<file path="config.mk">
export PLATFORM = sky130hd
export DESIGN_NAME = pll_reset_sequencer
export DESIGN_NICKNAME = d
export VERILOG_FILES = /design/src/rtl/pll_reset_sequencer.sv
export SDC_FILE = /design/constraint.sdc
export NUM_CORES = 1
export LEC_CHECK = 0
export CORE_ASPECT_RATIO = 1.5
export CORE_MARGIN = 5
export CORE_UTILIZATION = 52
export CTS_CLUSTER_DIAMETER = 30
export DETAILED_ROUTE_END_ITERATION = 8
export PLACE_DENSITY = 0.75
export SETUP_SLACK_MARGIN = 0.2
export SLEW_MARGIN = 10
export SYNTH_ARGS = -nofsm -noshare
export SYNTH_HDL_FRONTEND = slang
export SYNTH_SLANG_ARGS = --single-unit
</file>
<file path="constraint.sdc">
create_clock -name clk -period 1.9 [get_ports clk]
set_input_delay 0.57 -clock clk [delete_from_list [all_inputs] [get_ports clk]]
set_output_delay 0.57 -clock clk [all_outputs]
set_load 0.01 [all_outputs]
</file>
<file path="src/rtl/pll_reset_sequencer.sv">
`default_nettype none
// +----------------------------------------------------------------------+
// | Module : pll_reset_sequencer                                         |
// | Desc   : Qualifies PLL lock, sequences the system reset, pulses PLL  |
// |          reset on lock timeout and tracks lock losses in RUN.        |
// | Rev    : 1.0  initial release                                        |
// +----------------------------------------------------------------------+
module pll_reset_sequencer #(
    parameter int SYNC_STAGES        = 2,
    parameter int LOCK_STABLE_CYCLES = 1024,
    parameter int RESET_HOLD_CYCLES  = 256,
    parameter int LOCK_TIMEOUT       = 500000,
    parameter int PLL_RST_CYCLES     = 16
) (
    input  logic       clk,
    input  logic       rst_n,
    input  logic       pll_lock,
    input  logic       clear_lost,
    output logic       sys_rst_n,
    output logic       ready,
    output logic       pll_reset,
    output logic       lock_lost,
    output logic [7:0] loss_count
);

    localparam int c_MAX_A   = (LOCK_STABLE_CYCLES > RESET_HOLD_CYCLES) ? LOCK_STABLE_CYCLES : RESET_HOLD_CYCLES;
    localparam int c_MAX_B   = (LOCK_TIMEOUT > PLL_RST_CYCLES) ? LOCK_TIMEOUT : PLL_RST_CYCLES;
    localparam int c_MAX_CYC = (c_MAX_A > c_MAX_B) ? c_MAX_A : c_MAX_B;
    localparam int c_CNT_W   = $clog2(c_MAX_CYC) + 1;

    localparam logic [c_CNT_W-1:0] c_TIMEOUT_LAST = c_CNT_W'(LOCK_TIMEOUT - 1);
    localparam logic [c_CNT_W-1:0] c_PLLRST_LAST  = c_CNT_W'(PLL_RST_CYCLES - 1);
    localparam logic [c_CNT_W-1:0] c_STABLE_LAST  = c_CNT_W'(LOCK_STABLE_CYCLES - 1);
    localparam logic [c_CNT_W-1:0] c_HOLD_LAST    = c_CNT_W'(RESET_HOLD_CYCLES - 1);

    typedef enum logic [2:0] {
        ST_WAIT_LOCK = 3'd0,
        ST_PLL_RST   = 3'd1,
        ST_STABLE    = 3'd2,
        ST_HOLD      = 3'd3,
        ST_RUN       = 3'd4
    } state_t;

    state_t               r_state;
    state_t               w_state_nxt;
    logic [c_CNT_W-1:0]   r_cnt;
    logic [c_CNT_W-1:0]   w_cnt_nxt;
    logic [SYNC_STAGES-1:0] r_sync;
    logic                 w_lock_s;
    logic                 w_loss;
    logic [7:0]           w_loss_inc;

    assign w_lock_s = r_sync[SYNC_STAGES-1];

    always_ff @(posedge clk or negedge rst_n) begin
        if (!rst_n) begin
            r_sync <= '0;
        end else begin
            r_sync <= {r_sync[SYNC_STAGES-2:0], pll_lock};
        end
    end

    always_comb begin
        w_state_nxt = r_state;
        case (r_state)
            ST_WAIT_LOCK: begin
                if (w_lock_s)                     w_state_nxt = ST_STABLE;
                else if (r_cnt == c_TIMEOUT_LAST) w_state_nxt = ST_PLL_RST;
            end
            ST_PLL_RST: begin
                if (r_cnt == c_PLLRST_LAST)       w_state_nxt = ST_WAIT_LOCK;
            end
            ST_STABLE: begin
                if (!w_lock_s)                    w_state_nxt = ST_WAIT_LOCK;
                else if (r_cnt == c_STABLE_LAST)  w_state_nxt = ST_HOLD;
            end
            ST_HOLD: begin
                if (!w_lock_s)                    w_state_nxt = ST_WAIT_LOCK;
                else if (r_cnt == c_HOLD_LAST)    w_state_nxt = ST_RUN;
            end
            ST_RUN: begin
                if (!w_lock_s)                    w_state_nxt = ST_WAIT_LOCK;
            end
            default:                              w_state_nxt = ST_WAIT_LOCK;
        endcase
    end

    // Counter restarts on every state change; it has no role in RUN so it parks there.
    always_comb begin
        w_cnt_nxt = r_cnt;
        if (w_state_nxt != r_state) begin
            w_cnt_nxt = '0;
        end else if (r_state != ST_RUN) begin
            w_cnt_nxt = r_cnt + c_CNT_W'(1);
        end
    end

    assign w_loss     = (r_state == ST_RUN) && !w_lock_s;
    assign w_loss_inc = (loss_count == 8'hFF) ? 8'hFF : loss_count + 8'd1;

    always_ff @(posedge clk or negedge rst_n) begin
        if (!rst_n) begin
            r_state   <= ST_WAIT_LOCK;
            r_cnt     <= '0;
            sys_rst_n <= 1'b0;
            pll_reset <= 1'b0;
        end else begin
            r_state   <= w_state_nxt;
            r_cnt     <= w_cnt_nxt;
            sys_rst_n <= (w_state_nxt == ST_RUN);
            pll_reset <= (w_state_nxt == ST_PLL_RST);
        end
    end

    // A loss on the same edge as clear_lost takes priority and counts as the first loss.
    always_ff @(posedge clk or negedge rst_n) begin
        if (!rst_n) begin
            lock_lost  <= 1'b0;
            loss_count <= 8'd0;
        end else if (w_loss) begin
            lock_lost  <= 1'b1;
            loss_count <= clear_lost ? 8'd1 : w_loss_inc;
        end else if (clear_lost) begin
            lock_lost  <= 1'b0;
            loss_count <= 8'd0;
        end
    end

    assign ready = sys_rst_n;

endmodule
`default_nettype wire

</file>
==> impl_metrics.json, run 1 <==
{
  "period_share_pct": 107,
  "dp_hpwl_um": 3230,
  "finalClockSkew_ns": 0.00756,
  "avgSynthCellArea_sq_um": 9.41,
  "slew_violations": 0,
  "nets": 262,
  "worstPathArrival_ns": 2.21,
  "p_leak_uw": 0.00119,
  "dp_worst_setup_slack_ns": -0.141,
  "vias": 1661,
  "ctsHtreeMaxLevel": 2,
  "violations": "negative setup slack",
  "yosysUniqueCellTypes": 47,
  "finish.utilization_pct": 69.8,
  "worstSetupEndpointType": "flop",
  "design_area_sq_mm": 0.00255,
  "track_usage_pct": 20.3,
  "switchingPower_uw": 347,
  "cts-root-buf": "clkbuf_8",
  "seq_area_frac_synth_pct": 46.3,
  "worstPathMaxFanout": 11,
  "power_density_mw_per_mm2": 593,
  "setup_slack_ns": -0.133,
  "wl_per_cell_um": 15.2,
  "ant_nets": 0,
  "path_class": "flop to flop",
  "via_per_inst": 5.56,
  "core_sq_mm": 0.00365,
  "slowest_delay_ns": 0.56,
  "crit_path_start_kind": "flop",
  "rsz0062_at_grt": "true",
  "hold_violations": 0,
  "die_w_um": 60.0,
  "p_sw_share_pct": 23.0,
  "max_freq_mhz": 492,
  "die_area_sq_mm": 0.00509,
  "clk_path_buf_depth": 2,
  "ys.flop_type": "dfrtp_1",
  "clock_latency_ns": 0.29,
  "hold_slack_ns": 0.308,
  "async_flop_share_pct": 100,
  "grt_pass1_wl_um": 8000,
  "drive_above_1_share_pct": 25.8,
  "synth_seq_cells": 36,
  "cp_slowest_cell": "or4_4",
  "firstDrtPassIters": 4,
  "synth_cells": 207,
  "syn-cell-area_sq_mm": 0.00195,
  "first_global_vias": 1699,
  "pwr-share-comb_pct": 8.8,
  "wirelength_um": 4550,
  "grt_max_degree": 37,
  "clock-sinks": 36,
  "io_pins": 16,
  "die_h_um": 84.9,
  "placed_area_sq_mm": 0.00233,
  "worstPathRequired_ns": 2.08,
  "drtIter0Drc": 40,
  "status": "complete, but fails checks",
  "slew_headroom_pct": 69.3,
  "worst_pin_slew_ns": 0.461,
  "cts_made_buffers": 5,
  "synth_edf_count": 0,
  "antenna_found_initial": 0,
  "clkPwrFrac_pct": 38.6,
  "path_cells": "or4_4, nor4b_4, a31oi_1, o21ai_2, buf_12, nor2_1",
  "synth_nets": 213,
  "report.final.setup_viol": 23,
  "post-route-min-period_ns": 2.03,
  "cts_tree": "yes",
  "hold_path_class": "primary input to async pin",
  "path_clk_slew_ns": 0.07,
  "share_seq_of_total_power_pct": 52.6,
  "globalplace.congestion": 0.845,
  "numPortBuffers": 15,
  "drc": 0,
  "drv_cap": 0,
  "internal-power_uw": 1160,
  "synth_warnings": 0,
  "power_uw": 1510,
  "start_util_pct": 53.4,
  "antennaDiodeCount": 0,
  "rows": 27,
  "ir_drop_mv": 0.559,
  "syn_to_final_growth_pct": 30.8,
  "overflow": 0
}
-- layout by cell type, fill, tap and decap left out, drive strengths merged, types with 2 or more instances in the layout --
cell type      instances
a211oi                 2
a21oi                  6
a311oi                 3
a31oi                  2
and2                   3
and3                   8
buf                   37
clkbuf                 7
clkdlybuf4s50          2
dfrtp                 36
dlygate4sd2           11
ha                     2
inv                    5
mux2i                  4
nand2                 20
nand2b                 3
nand3                  7
nand4                  6
nor2                  33
nor2b                  3
nor3                   7
nor4                   4
nor4b                  3
o21ai                  4
o22ai                  2
or3                    2
or4                    2
xnor2                 11
xor2                   9
-- metrics by stage --
step	TNS [ns]	instances
5_1_grt	-4.05	299
6_report	-2.17	299
3_3_place_gp	-1.77	285
2_1_floorplan	-0.534	207
3_5_place_dp	-2.44	285
4_1_cts	-2.46	298
-- worst paths after layout --
kind                                        from                        end  slack [ns]  cells after the start
max                        r_cnt[18]$_DFFE_PN0P_       r_cnt[5]$_DFFE_PN0P_       -0.13                      6
min                                        rst_n        r_sync[1]$_DFF_PN0_        0.31                      2
max reg2reg                r_cnt[18]$_DFFE_PN0P_       r_cnt[5]$_DFFE_PN0P_       -0.13                      6
min reg2reg                  r_sync[0]$_DFF_PN0_        r_sync[1]$_DFF_PN0_        0.35                      0
max in group asynchronous                  rst_n  loss_count[6]$_DFFE_PN0P_        1.23                      2
min in group clk             r_sync[0]$_DFF_PN0_        r_sync[1]$_DFF_PN0_        0.35                      0
-- cell usage after synthesis (all sizes together), types with 3 or more instances --
| cell | count | share of area, % |
|---|---|---|
| nand4 | 6 | 1.9 |
| xnor2 | 11 | 4.9 |
| nand3 | 7 | 1.8 |
| nor3 | 7 | 1.8 |
| dfrtp | 36 | 46 |
| nor2b | 3 | 0.96 |
| o21ai | 4 | 1.2 |
| and3 | 8 | 2.6 |
| nand2b | 3 | 0.96 |
| clkbuf | 5 | 0.96 |
| buf | 4 | 1.4 |
| a21oi | 6 | 1.5 |
| and2 | 3 | 0.96 |
| xor2 | 9 | 4.0 |
| nor4 | 4 | 1.3 |
| inv | 5 | 0.96 |
| mux2i | 4 | 2.1 |
| nor2 | 33 | 6.5 |
| nand2 | 20 | 3.9 |
| a311oi | 3 | 1.3 |
| nor4b | 3 | 2.4 |
-- cells by family after synthesis --
logic type	after synthesis	synth area share (%)
AO/OA/AOI/OAI	26	9.51
XOR/XNOR	20	9.00
adder cells (fa/ha/maj)	2	1.29
buffers and inverters	14	3.34
flip-flops	36	46.3
multiplexers	4	2.06
AND/OR/NAND/NOR	105	28.5
-- cell type report --
type / count / area (sq um)
fill: 284 / 1100
multi-input combinational: 157 / 1040
sequential: 36 / 905
timing repair buffer: 51 / 429
clock buffer: 7 / 96.3
tap: 43 / 53.8
inverter: 5 / 18.8
-- per-layer routing --
metal / part of all wire (%) / wire length (um) / track usage, %
met2: 55 / 2500 / 34.3
met1: 41 / 1880 / 25.3
met4: 1.6 / 72 / 7.26
met5: 0 / 0 / 0
met3: 2.3 / 103 / 3.65
-- state kept, by name (all words and copies together), names as in the netlist --
name and flops:
lock_lost 1, loss_count 8, r_cnt 20, r_state 3, r_sync 2, ready 1
pll_reset 1
-- timing repair --
action,4_1_cts,5_1_grt
gates resized for setup,24,10
hold buffers,0,0
pin swaps,7,13
setup buffers,6,1
setup endpoints to repair,44,32
-- worst max-delay path, delay by kind of cell (launching register included) --
| kind | cells | cell delay (ns) |
|---|---|---|
| flip-flops | 1 | 0.38 |
| AND/OR/NAND/NOR | 3 | 0.97 |
| AO/OA/AOI/OAI | 2 | 0.43 |
| buffers and inverters | 1 | 0.15 |
-- power groups by stage --
stage	combinational, uW	sequential (uW)	clock, uW
floorplan	69.6	808	0
global placement	123	809	0
detailed placement	125	810	0
CTS	131	795	599
global route	149	797	630
finish	133	795	583
Note: power is estimated with default switching activity, not from simulation.
==> run 2, diff against run 1 <==
- RECOVER_POWER: not set -> 100
==> impl_metrics.json, run 2 (synthesized netlist as in run 1, its figures left out) <==
{
  "hold_violations": 0,
  "reg_top3": "r_cnt: 20 flops, loss_count: 8 flops, r_state: 3 flops",
  "io_pins": 16,
  "nets": 262,
  "hold_path_class": "flop to flop",
  "drc": 0,
  "antennaDiodeCount": 0,
  "highest_layer": "met4",
  "die_w_um": 60.0,
  "setup_slack_ns": -0.133,
  "vias": 1673,
  "track_usage_pct": 20.3,
  "antenna_found_initial": 0,
  "wirelength_um": 4550,
  "rsz0062_at_grt": "true",
  "ctsHoldBuffers": 0,
  "finalClockSkew_ns": 0.00746,
  "slew_violations": 0,
  "core_sq_mm": 0.00365,
  "worstPathRequired_ns": 2.08,
  "drtIter0Drc": 51,
  "slew_headroom_pct": 40.2,
  "wl_met2_um": 2490,
  "worst_pin_slew_ns": 0.897,
  "drive_above_1_share_pct": 24.2,
  "ctsHtreeMaxLevel": 2,
  "clk_path_buf_depth": 2,
  "dp_hpwl_um": 3230,
  "cts-root-buf": "clkbuf_8",
  "r2r_cells": 6,
  "path_clk_slew_ns": 0.07,
  "die_area_sq_mm": 0.00509,
  "cts_made_buffers": 5,
  "worstSetupEndpointType": "flop",
  "die_h_um": 84.9,
  "drv_cap": 0,
  "overflow": 0,
  "layout.cells.non_filler": 299,
  "r2r_slack_ns": -0.13,
  "power_density_mw_per_mm2": 597,
  "final_cell_mix": "dfrtp_1 (36), nor2_1 (30), buf_4 (30), nand2_1 (20)",
  "layout_commonest_cell": "dfrtp_1",
  "firstDrtPassIters": 4,
  "globalplace.congestion": 0.845,
  "path_class": "flop to flop",
  "status": "complete, but fails checks",
  "power_uw": 1510,
  "post-route-min-period_ns": 2.03,
  "worstPathArrival_ns": 2.21,
  "syn_to_final_growth_pct": 29.7,
  "period_share_pct": 107,
  "largest_reg_flops": 20,
  "p_leak_uw": 0.00119,
  "dp.cells": 285,
  "ant_nets": 0,
  "numPortBuffers": 15,
  "first_global_vias": 1699,
  "report.final.setup_viol": 31,
  "rows": 27,
  "violations": "negative setup slack",
  "finish.utilization_pct": 69.2,
  "wl_met1_um": 1870,
  "tns_ns": -2.74,
  "dr_wl_met3_um": 119,
  "min_path_cells": 0,
  "clock-sinks": 36,
  "crit_path_start_kind": "flop",
  "grt_max_degree": 37,
  "grt_pass1_wl_um": 8000,
  "worstPathMaxFanout": 11,
  "cts_tree": "yes",
  "dp_worst_setup_slack_ns": -0.141,
  "start_util_pct": 53.4,
  "via_per_inst": 5.60,
  "clock_latency_ns": 0.29,
  "ir_drop_mv": 0.558,
  "max_freq_mhz": 492,
  "largest-register": "r_cnt",
  "wl_per_cell_um": 15.2
}
[run 2: worst max-delay path, cell delays in order, from the launching register on]
cell and delay, ns:
dfrtp_1 0.38, or4_4 0.56, nor4b_4 0.37, a31oi_1 0.21
o21ai_2 0.22, buf_12 0.15, nor2_1 0.04
[run 2: area by class of cell]
type / instances / area, sq um
Tap cell: 43 / 53.8
Clock buffer: 7 / 96.3
Timing Repair Buffer: 51 / 427
Multi-Input combinational cell: 157 / 1030
Inverter: 5 / 18.8
Fill cell: 289 / 1120
Sequential cell: 36 / 901
[run 2: metrics by stage]
stage	hold WS, ns	cell area, sq um
floorplan	0.274	1950
global placement	0.335	2330
detailed placement	0.337	2330
CTS	0.330	2500
global route	0.372	2520
finish	0.351	2520
[run 2: metal layers]
metal	up-vias	GRT usage, %
met5	-	0
met4	0	7.26
met3	6	3.65
met2	27	34.3
met1	815	25.3
li1	825	-
[run 2: worst paths after layout]
path | endpoint | startpoint
max in group asynchronous | r_cnt[14]$_DFFE_PN0P_ | rst_n
hold reg to reg | r_sync[1]$_DFF_PN0_ | r_sync[0]$_DFF_PN0_
hold / removal | r_sync[1]$_DFF_PN0_ | r_sync[0]$_DFF_PN0_
min in group asynchronous | r_sync[1]$_DFF_PN0_ | rst_n
setup / recovery | r_cnt[5]$_DFFE_PN0P_ | r_cnt[18]$_DFFE_PN0P_
setup reg to reg | r_cnt[5]$_DFFE_PN0P_ | r_cnt[18]$_DFFE_PN0P_
[run 2: power by group]
group | switching, uW | internal, uW
Sequential | 12.7 | 782
Combinational | 73.4 | 57.0
Clock | 260 | 323
[run 2: timing repair]
action / CTS / global route
pin swaps: 7 / 13
gates resized for setup: 24 / 10
buffers inserted: 6 / 1
setup endpoints to repair: 44 / 32
